--- config.mk ---
export PLATFORM = sky130hd
export DESIGN_NAME = stream_pkt_scheduler_flat
export DESIGN_NICKNAME = d
export VERILOG_FILES = /design/src/rtl/stream_sched_pkg.sv /design/src/rtl/stream_pkt_scheduler_if.sv /design/src/rtl/rr_grant2.sv /design/src/rtl/stream_pkt_scheduler.sv /design/src/flat_wrapper.sv
export SDC_FILE = /design/constraint.sdc
export NUM_CORES = 1
export LEC_CHECK = 0
export ABC_AREA = 1
export BUFFER_PORTS_ARGS = -buffer_cell sky130_fd_sc_hd__buf_4
export CAP_MARGIN = 20
export CORE_ASPECT_RATIO = 1.2
export CORE_MARGIN = 2
export CORE_UTILIZATION = 46
export DETAILED_ROUTE_END_ITERATION = 6
export GPL_TIMING_DRIVEN = 0
export PLACE_DENSITY = 0.9
export SYNTH_ARGS = -nofsm -noshare
export SYNTH_HDL_FRONTEND = slang
export SYNTH_SLANG_ARGS = --single-unit
export TNS_END_PERCENT = 5
--- constraint.sdc ---
create_clock -name clk -period 2.23 [get_ports clk]
set_clock_uncertainty 0.15 [all_clocks]
set_input_delay 0.669 -clock clk [delete_from_list [all_inputs] [get_ports clk]]
set_output_delay 0.669 -clock clk [all_outputs]
set_load 0.05 [all_outputs]
--- src/rtl/stream_sched_pkg.sv ---
// Shared types and constants for the two-source packet scheduler.
package stream_sched_pkg;

    localparam int   NUM_SRC    = 2;
    localparam logic RR_RESET   = 1'b1;
    localparam int   DATA_W_DEF = 8;

    typedef logic [$clog2(NUM_SRC)-1:0] src_t;

    typedef enum logic [1:0] {
        IDLE,
        XFER,
        DRAIN
    } state_t;

endpackage

--- src/rtl/stream_pkt_scheduler_if.sv ---
// Source streams, datapath stream and per-packet config/status of the scheduler.
interface stream_pkt_scheduler_if #(
    parameter int DATA_W = 8
);
    logic [DATA_W-1:0] s0_data;
    logic              s0_valid;
    logic              s0_last;
    logic              s0_ready;
    logic [DATA_W-1:0] s1_data;
    logic              s1_valid;
    logic              s1_last;
    logic              s1_ready;
    logic [DATA_W-1:0] k0;
    logic [DATA_W-1:0] len0;
    logic [DATA_W-1:0] k1;
    logic [DATA_W-1:0] len1;
    logic [DATA_W-1:0] m_data;
    logic              m_valid;
    logic              m_last;
    logic              m_ready;
    logic [DATA_W-1:0] cfg_k;
    logic [DATA_W-1:0] cfg_len;
    logic              grant;
    logic              busy;
    logic              trunc;

    // Scheduler side: drives the datapath stream, source readies and status.
    modport master (
        input  s0_data, s0_valid, s0_last, s1_data, s1_valid, s1_last,
        input  k0, len0, k1, len1, m_ready,
        output s0_ready, s1_ready, m_data, m_valid, m_last,
        output cfg_k, cfg_len, grant, busy, trunc
    );

    modport slave (
        output s0_data, s0_valid, s0_last, s1_data, s1_valid, s1_last,
        output k0, len0, k1, len1, m_ready,
        input  s0_ready, s1_ready, m_data, m_valid, m_last,
        input  cfg_k, cfg_len, grant, busy, trunc
    );

endinterface

--- src/rtl/rr_grant2.sv ---
// Two-requester round-robin arbiter; on a tie the source not served last wins.
module rr_grant2 (
    input  logic req0,
    input  logic req1,
    input  logic rr_last,
    output logic gnt_idx,
    output logic gnt_vld
);

    always_comb begin
        gnt_vld = req0 | req1;
        gnt_idx = 1'b0;
        if (req0 && req1) begin
            gnt_idx = ~rr_last;
        end else if (req1) begin
            gnt_idx = 1'b1;
        end
    end

endmodule

--- src/rtl/stream_pkt_scheduler.sv ---
// Packet-granular round-robin scheduler feeding one k/len packet processor
// from two AXI-Stream sources, with length-limit truncation and drain.
module stream_pkt_scheduler
    import stream_sched_pkg::*;
#(
    parameter int DATA_W = DATA_W_DEF
) (
    input  logic                  clk,
    input  logic                  rst,
    stream_pkt_scheduler_if.master bus
);

    localparam logic [DATA_W-1:0] ONE = DATA_W'(1);

    state_t            state_q, state_d;
    src_t              grant_q, grant_d;
    logic              rr_last_q, rr_last_d;
    logic [DATA_W-1:0] cfg_k_q, cfg_k_d;
    logic [DATA_W-1:0] cfg_len_q, cfg_len_d;
    logic [DATA_W-1:0] beat_cnt_q, beat_cnt_d;

    logic              gnt_idx, gnt_vld;
    logic [DATA_W-1:0] k_g, len_g;
    logic [DATA_W-1:0] sg_data;
    logic              sg_valid, sg_last, sg_ready;
    logic              forced_last;
    logic [DATA_W-1:0] m_data;
    logic              m_valid, m_last, trunc;

    // k must index inside the packet, so it saturates at len-1 when a limit exists.
    function automatic logic [DATA_W-1:0] clamp_k(input logic [DATA_W-1:0] k,
                                                  input logic [DATA_W-1:0] len);
        if ((len != '0) && (k >= len)) begin
            return len - ONE;
        end
        return k;
    endfunction

    rr_grant2 u_rr_grant2 (
        .req0    (bus.s0_valid),
        .req1    (bus.s1_valid),
        .rr_last (rr_last_q),
        .gnt_idx (gnt_idx),
        .gnt_vld (gnt_vld)
    );

    assign k_g         = gnt_idx ? bus.k1   : bus.k0;
    assign len_g       = gnt_idx ? bus.len1 : bus.len0;
    assign sg_data     = grant_q ? bus.s1_data  : bus.s0_data;
    assign sg_valid    = grant_q ? bus.s1_valid : bus.s0_valid;
    assign sg_last     = grant_q ? bus.s1_last  : bus.s0_last;
    assign forced_last = (cfg_len_q != '0) && (beat_cnt_q == (cfg_len_q - ONE));

    always_comb begin
        state_d    = state_q;
        grant_d    = grant_q;
        rr_last_d  = rr_last_q;
        cfg_k_d    = cfg_k_q;
        cfg_len_d  = cfg_len_q;
        beat_cnt_d = beat_cnt_q;
        sg_ready   = 1'b0;
        m_valid    = 1'b0;
        m_last     = 1'b0;
        m_data     = '0;
        trunc      = 1'b0;

        case (state_q)
            IDLE: begin
                if (gnt_vld) begin
                    grant_d    = gnt_idx;
                    cfg_len_d  = len_g;
                    cfg_k_d    = clamp_k(k_g, len_g);
                    beat_cnt_d = '0;
                    state_d    = XFER;
                end
            end
            XFER: begin
                m_valid  = sg_valid;
                m_data   = sg_data;
                m_last   = sg_last | forced_last;
                sg_ready = bus.m_ready;
                if (sg_valid && bus.m_ready) begin
                    beat_cnt_d = beat_cnt_q + ONE;
                    // A real end on the limit beat is a normal end, not a truncation.
                    if (sg_last) begin
                        state_d   = IDLE;
                        rr_last_d = grant_q;
                    end else if (forced_last) begin
                        state_d   = DRAIN;
                        trunc     = 1'b1;
                        rr_last_d = grant_q;
                    end
                end
            end
            DRAIN: begin
                sg_ready = 1'b1;
                if (sg_valid && sg_last) begin
                    state_d = IDLE;
                end
            end
            default: begin
                state_d = IDLE;
            end
        endcase
    end

    always_ff @(posedge clk or negedge rst) begin
        if (!rst) begin
            state_q    <= IDLE;
            grant_q    <= '0;
            rr_last_q  <= RR_RESET;
            cfg_k_q    <= '0;
            cfg_len_q  <= '0;
            beat_cnt_q <= '0;
        end else begin
            state_q    <= state_d;
            grant_q    <= grant_d;
            rr_last_q  <= rr_last_d;
            cfg_k_q    <= cfg_k_d;
            cfg_len_q  <= cfg_len_d;
            beat_cnt_q <= beat_cnt_d;
        end
    end

    assign bus.s0_ready = sg_ready & ~grant_q;
    assign bus.s1_ready = sg_ready &  grant_q;
    assign bus.m_data   = m_data;
    assign bus.m_valid  = m_valid;
    assign bus.m_last   = m_last;
    assign bus.trunc    = trunc;
    assign bus.cfg_k    = cfg_k_q;
    assign bus.cfg_len  = cfg_len_q;
    assign bus.grant    = grant_q;
    assign bus.busy     = (state_q != IDLE);

endmodule

--- src/flat_wrapper.sv ---
// flat-port wrapper written by rule: the top's interface ports become plain ports
module stream_pkt_scheduler_flat import stream_sched_pkg::*;
#(
    parameter int DATA_W = DATA_W_DEF
)
  (clk, rst, bus_s0_data, bus_s0_valid, bus_s0_last, bus_s1_data, bus_s1_valid, bus_s1_last, bus_k0, bus_len0, bus_k1, bus_len1, bus_m_ready, bus_s0_ready, bus_s1_ready, bus_m_data, bus_m_valid, bus_m_last, bus_cfg_k, bus_cfg_len, bus_grant, bus_busy, bus_trunc);
  stream_pkt_scheduler_if #(.DATA_W(DATA_W)) bus_i ();
  input  logic clk;
  input  logic rst;
  input wire logic [$bits(bus_i.s0_data)-1:0] bus_s0_data;
  input wire logic [$bits(bus_i.s0_valid)-1:0] bus_s0_valid;
  input wire logic [$bits(bus_i.s0_last)-1:0] bus_s0_last;
  input wire logic [$bits(bus_i.s1_data)-1:0] bus_s1_data;
  input wire logic [$bits(bus_i.s1_valid)-1:0] bus_s1_valid;
  input wire logic [$bits(bus_i.s1_last)-1:0] bus_s1_last;
  input wire logic [$bits(bus_i.k0)-1:0] bus_k0;
  input wire logic [$bits(bus_i.len0)-1:0] bus_len0;
  input wire logic [$bits(bus_i.k1)-1:0] bus_k1;
  input wire logic [$bits(bus_i.len1)-1:0] bus_len1;
  input wire logic [$bits(bus_i.m_ready)-1:0] bus_m_ready;
  output wire logic [$bits(bus_i.s0_ready)-1:0] bus_s0_ready;
  output wire logic [$bits(bus_i.s1_ready)-1:0] bus_s1_ready;
  output wire logic [$bits(bus_i.m_data)-1:0] bus_m_data;
  output wire logic [$bits(bus_i.m_valid)-1:0] bus_m_valid;
  output wire logic [$bits(bus_i.m_last)-1:0] bus_m_last;
  output wire logic [$bits(bus_i.cfg_k)-1:0] bus_cfg_k;
  output wire logic [$bits(bus_i.cfg_len)-1:0] bus_cfg_len;
  output wire logic [$bits(bus_i.grant)-1:0] bus_grant;
  output wire logic [$bits(bus_i.busy)-1:0] bus_busy;
  output wire logic [$bits(bus_i.trunc)-1:0] bus_trunc;
  assign bus_i.s0_data = bus_s0_data;
  assign bus_i.s0_valid = bus_s0_valid;
  assign bus_i.s0_last = bus_s0_last;
  assign bus_i.s1_data = bus_s1_data;
  assign bus_i.s1_valid = bus_s1_valid;
  assign bus_i.s1_last = bus_s1_last;
  assign bus_i.k0 = bus_k0;
  assign bus_i.len0 = bus_len0;
  assign bus_i.k1 = bus_k1;
  assign bus_i.len1 = bus_len1;
  assign bus_i.m_ready = bus_m_ready;
  assign bus_s0_ready = bus_i.s0_ready;
  assign bus_s1_ready = bus_i.s1_ready;
  assign bus_m_data = bus_i.m_data;
  assign bus_m_valid = bus_i.m_valid;
  assign bus_m_last = bus_i.m_last;
  assign bus_cfg_k = bus_i.cfg_k;
  assign bus_cfg_len = bus_i.cfg_len;
  assign bus_grant = bus_i.grant;
  assign bus_busy = bus_i.busy;
  assign bus_trunc = bus_i.trunc;
  stream_pkt_scheduler #(.DATA_W(DATA_W)) u_core (.clk(clk), .rst(rst), .bus(bus_i));
endmodule
* After elaboration in Yosys (flattened, before gate mapping)
Cells that the tools add are included.
Widths: inputs -> output; s select.
** Cells by class
- $add $sub $neg :: 3
- $lt $le $gt $ge :: 1
- Eq/ne operators :: 7
- Muxes and demuxes :: 31
- Bitwise logic cells :: 6
- Reduce and logical (&&, ||, !) cells :: 15
** Operators with widths (count)
- $mux 8 :: 8
- $pmux 8 s2 :: 1
- $reduce_bool 8->1 :: 2
- $sub 8x1->8 const B :: 2
- $mux 1 :: 15
- $mux 2 :: 5
- $add 8x1->8 const B :: 1
- $eq 8x8->1 :: 1
- $ge 8x8->1 :: 1
- $ne 2x1->1 const B :: 3
- $pmux 2 s3 :: 1
- $reduce_and 3->1 :: 2
- $reduce_bool 2->1 :: 3
- $logic_and 1x1->1 :: 5
- $reduce_and 4->1 :: 1
- $ne 3x1->1 const B :: 1
- $and 1x1->1 :: 2
- $eq 2x1->1 const B :: 1
- $eq 2x2->1 const B :: 1
- $logic_not 2->1 :: 1
- $not 1->1 :: 2
- $or 1x1->1 :: 2
- $pmux 1 s2 :: 1
- $reduce_and 2->1 :: 1
** Storage, ports and cells
- Flip-flop bits (word level) :: 28
- Input bits :: 55
- Output and inout port bits :: 31
- Word-level logic and storage cells :: 69

* Longest topological paths before layout
- Depth in word-level cells :: 9
- Depth in mapped cells :: 16
- Mapped depth without buffers :: 16

* Hierarchy
A second synthesis with hierarchy kept.
** Unflattened totals
- Cell total of the unflattened synthesis :: 385
- Area, all modules :: 2469.9 um^2
** By module, submodules not included
- stream_pkt_scheduler :: instances 1, cells each 382, area an instance 2454.9 um^2, seq. area each 701.9 um^2
- rr_grant2 :: instances 1, cells each 3, area an instance 15.0 um^2, seq. area each 0.0 um^2

* Worst setup path before layout
No wires, ideal clock.
- Path type :: register to output
- From :: register u_core.cfg_len_q[0] (netlist: u_core.bus.cfg_len[0])
- To :: output bus_trunc
- Arrival time :: 2.725 ns
- Required time :: 1.411 ns
- Path slack :: -1.314 ns
- Cell stages (with the launch flop) :: 13
- Path buffers :: 0
- Cell sequence :: dfrtp_1 -> inv_1 -> ha_1 -> inv_1 -> nand2_1 -> nand2_1 -> nor2_1 -> nand2_1 -> nor2_1 -> nand2_1 -> nor2_1 -> nand3_1 -> nor3_1
** Between the ends
- Word-level cells in the longest chain between the ends :: 7
- Elaborated cells on any way between the ends :: 8
- Those cells by class :: add/sub: 1; eq/ne: 1; mux: 4; reduce/logical: 2
** RTL lines
- start: declaration :: RTL line stream_pkt_scheduler.sv:19 : logic [DATA_W-1:0] cfg_len_q, cfg_len_d;
- start signal: assignment :: RTL line stream_pkt_scheduler.sv:120 : cfg_len_q <= cfg_len_d;
- $sub 8x1->8 :: RTL line stream_pkt_scheduler.sv:52 : assign forced_last = (cfg_len_q != '0) && (beat_cnt_q == (cfg_len_q - ONE));
- $eq 8x8->1 :: RTL line stream_pkt_scheduler.sv:52
- $logic_and 1x1->1 * :: RTL line stream_pkt_scheduler.sv:52
- $mux 1 * :: RTL line stream_pkt_scheduler.sv:88 : end else if (forced_last) begin
- $mux 1 * :: RTL line stream_pkt_scheduler.sv:85 : if (sg_last) begin
- $mux 1 * :: RTL line stream_pkt_scheduler.sv:82 : if (sg_valid && bus.m_ready) begin
- $mux 1 * :: RTL line stream_pkt_scheduler.sv:67 : case (state_q)
- end: declaration :: RTL line flat_wrapper.sv:30 : output wire logic [$bits(bus_i.trunc)-1:0] bus_trunc;
Mark *: on every way between the ends. The rest lies on a longest branch, timed or not.

* Final worst setup path
Same ends and word-level chain as after synthesis.

==> metrics <==
synth warn 0; Max clock buf depth 2; clock slew at reported path FFs 100 ps; synth cell count leaders 98 x nand2_1, 55 x inv_1, 38 x nor2_1; hold_buf cts 0; PwrDens 1370 mW/mm2; area share of and/or/nand/nor cells after synthesis 28.6%; cts bufs inserted 3; Final period util 127%; Synth Flop Type dfrtp_1; Skew-Pair Late Insertion Delay 280 ps; RePlAce Congestion 0.884; outcome finished, violations left; Worst Tran Pin Value 447 ps; drt pass-1 iters 4; global-route wire length before repair 11.4 mm; Post-Syn Area 0.00240 mm2; Area after DPL 0.00315 mm2; Hold WS 139 ps; Sequential cell area 706 um2; Yosys reg bits 28; Worst setup SP type flip-flop; Worst Hold Class primary input to asynchronous set/reset pin; RSZ-0062 raised after global routing yes; Crit Reg-Reg Startpoint u_core.rr_last_q$_DFFE_PN1P_; First DRT Iteration DRCs 174; Slew Limit Fails 0; critical path cell sequence inv_2 > ha_4 > inv_2 > nand2_1 > nand2_1 > nor2_1 > nand2_1 > nor2_1 > nand2_1 > nor2_2 > nand3_4 > nor3_4 > buf_6; Post-synth EDFFs 0; crit path max fanout 3; DRT antenna net count 0; post-synthesis sequential area ratio 29.3%; DRT Wirelength 6.87 mm; vias in the first global route 2613; top post-synthesis cells by area dfrtp_1 28%, nand2_1 15%, inv_1 8.6%; share of the synthesized area in the top cell type 28.2%; initial antenna violation count 0; met2 routed WL 3.67 mm; Antenna diodes 0; Critical Path Most Common Cell nand2_1; dpl ws -829 ps; Multi-input gate area 0.00156 mm2; Synth Area in Adders 7.83%; max-cap violation count 0; fin area 0.00342 mm2; Rows 28; Avg Cell Area, Syn 6.68 um2; TritonCTS clock tree yes; Critical path origin u_core.bus.cfg_len[0]$_DFFE_PN0P_; overflow left after global routing 0; fraction of registers with async set/reset 100%; compound-cell area share of the yosys netlist 15.7%; Leak 1.80 nW; Rel. slew slack 70.2%; via/cell ratio 5.17; H-tree levels 1; Tot Pwr 4.69 mW; syn nets 429; Worst EP required 1410 ps; largest net degree at the start of global routing 29; Met3 Wirelength 300 um; post-route setup slack -602 ps; HPWL Detailed 5.11 mm; WP data arrival 2010 ps; Crit Path Class flip-flop to primary output; fill cell count 410; post-synthesis instance total 359; setup violators final 20; root buffer cell clkbuf_8; Min Clock Period, post-route 2830 ps; highest clock rate 353 MHz; Total Routing Usage GR 23.7%; # IOs 86; Avg WL per Cell 13.4 um; mux cell area share after synthesis 1.83%; Synth cell types 33; Critical Path End Type primary output; Fin Setup TNS -6020 ps; area growth from synthesis to layout 42.7%; initial core utilization 48.2%; failing checks setup timing; Max VDD drop 739 uV; layout cells sized above 1 32.5%; Final Hold Viols 0; CTS Sinks 28; crit path max-delay cell type dfrtp_2; die width 69.9 um; most frequent cell after synthesis nand2_1; Core Area 0.00497 mm2; via count 2645; largest family of logic cells by synthesized area simple AND/OR/NAND/NOR gates; Crit path largest cell delay 390 ps; DRT met1 WL 2.62 mm; cell type with the largest total area after synthesis dfrtp_1; port bufs 85; Die Height 83.1 um; Top Layer Used met4; die outline area 0.00581 mm2; DRC viols 0; # nets final 523; XOR/XNOR Fraction of Synth Area 5.69%
==> final cells by class <==
| type | count | share of cell area (%) |
|---|---|---|
| clock buffer | 3 | 1.21 |
| timing repair buffer | 89 | 21.0 |
| clock inverter | 1 | 0.878 |
| inverter | 58 | 6.51 |
| buffer | 8 | 2.01 |
| multi-input combinational | 265 | 45.6 |
| tap | 60 | 2.19 |
| sequential | 28 | 20.6 |
==> registers in the layout (all words and copies together), names as in the netlist <==
signal and flops:
u_core.bus.cfg_len 8, u_core.state_q 2, u_core.bus.cfg_k 8, u_core.bus.grant 1, u_core.rr_last_q 1, u_core.beat_cnt_q 8
==> stage by stage <==
stage / cells / utilization [%]
global placement: 504 / 63.4
detailed placement: 504 / 63.4
CTS: 512 / 67.7
finish: 512 / 68.8
global route: 512 / 68.8
floorplan: 359 / -
==> layer usage <==
layer / up-vias / GRT usage, %
li1: 1325 / -
met1: 1202 / 26.6
met2: 89 / 43.6
met3: 29 / 3.52
met4: 0 / 10.1
met5: - / 0
==> critical path: cells and delay by family, from the launching register on <==
family	cells	cell delay [ps]
buffers and inverters	3	260
adder cells (fa/ha/maj)	1	270
flip-flops	1	390
AND/OR/NAND/NOR	9	800
==> kinds of logic (layout without fill, tap and decap cells) <==
family          after synthesis  in the layout
compound gates               66             66
buf+inv                      66            159
fa+ha+maj                    15             15
mux                           4              4
simple gates                166            166
flops                        28             28
xor+xnor                     14             14
==> power breakdown <==
group          internal (mW)  switching [mW]  leakage (nW)  total (mW)
registers              0.719           0.204         0.349       0.923
logic                   1.13            2.24          1.42        3.36
clock network          0.241           0.167        0.0357       0.407
==> placed cells by master, fill, tap and decap left out, drive strengths merged, types with 2 or more instances in the layout <==
master and count:
a21oi 13, buf 94, clkbuf 6, dfrtp 27, ha 15, inv 57, mux2 3, nand2 101
nand3 15, nand4 5, nor2 40, nor3 3, o21a 3, o21ai 44, o31ai 5, or2 2
xnor2 4, xor2 9
==> final timing paths <==
| check | end | slack [ps] | depth (start not counted) |
|---|---|---|---|
| worst max-delay path | bus_trunc | -600 | 13 |
| min in group clk | u_core.bus.cfg_k[0]$_DFFE_PN0P_ | 340 | 2 |
| worst min register to register | u_core.bus.cfg_k[0]$_DFFE_PN0P_ | 340 | 2 |
| worst min-delay path | u_core.beat_cnt_q[1]$_DFFE_PN0P_ | 140 | 1 |
| worst max register to register | u_core.bus.cfg_k[6]$_DFFE_PN0P_ | -430 | 15 |
| max in group asynchronous | u_core.rr_last_q$_DFFE_PN1P_ | 1480 | 1 |
==> what timing repair did <==
action	CTS	global route
resized for setup	37	16
pin swaps	3	1
buffers inserted	4	0
setup endpoints to repair	21	31
No activity file was read; power rests on OpenSTA's default activity.
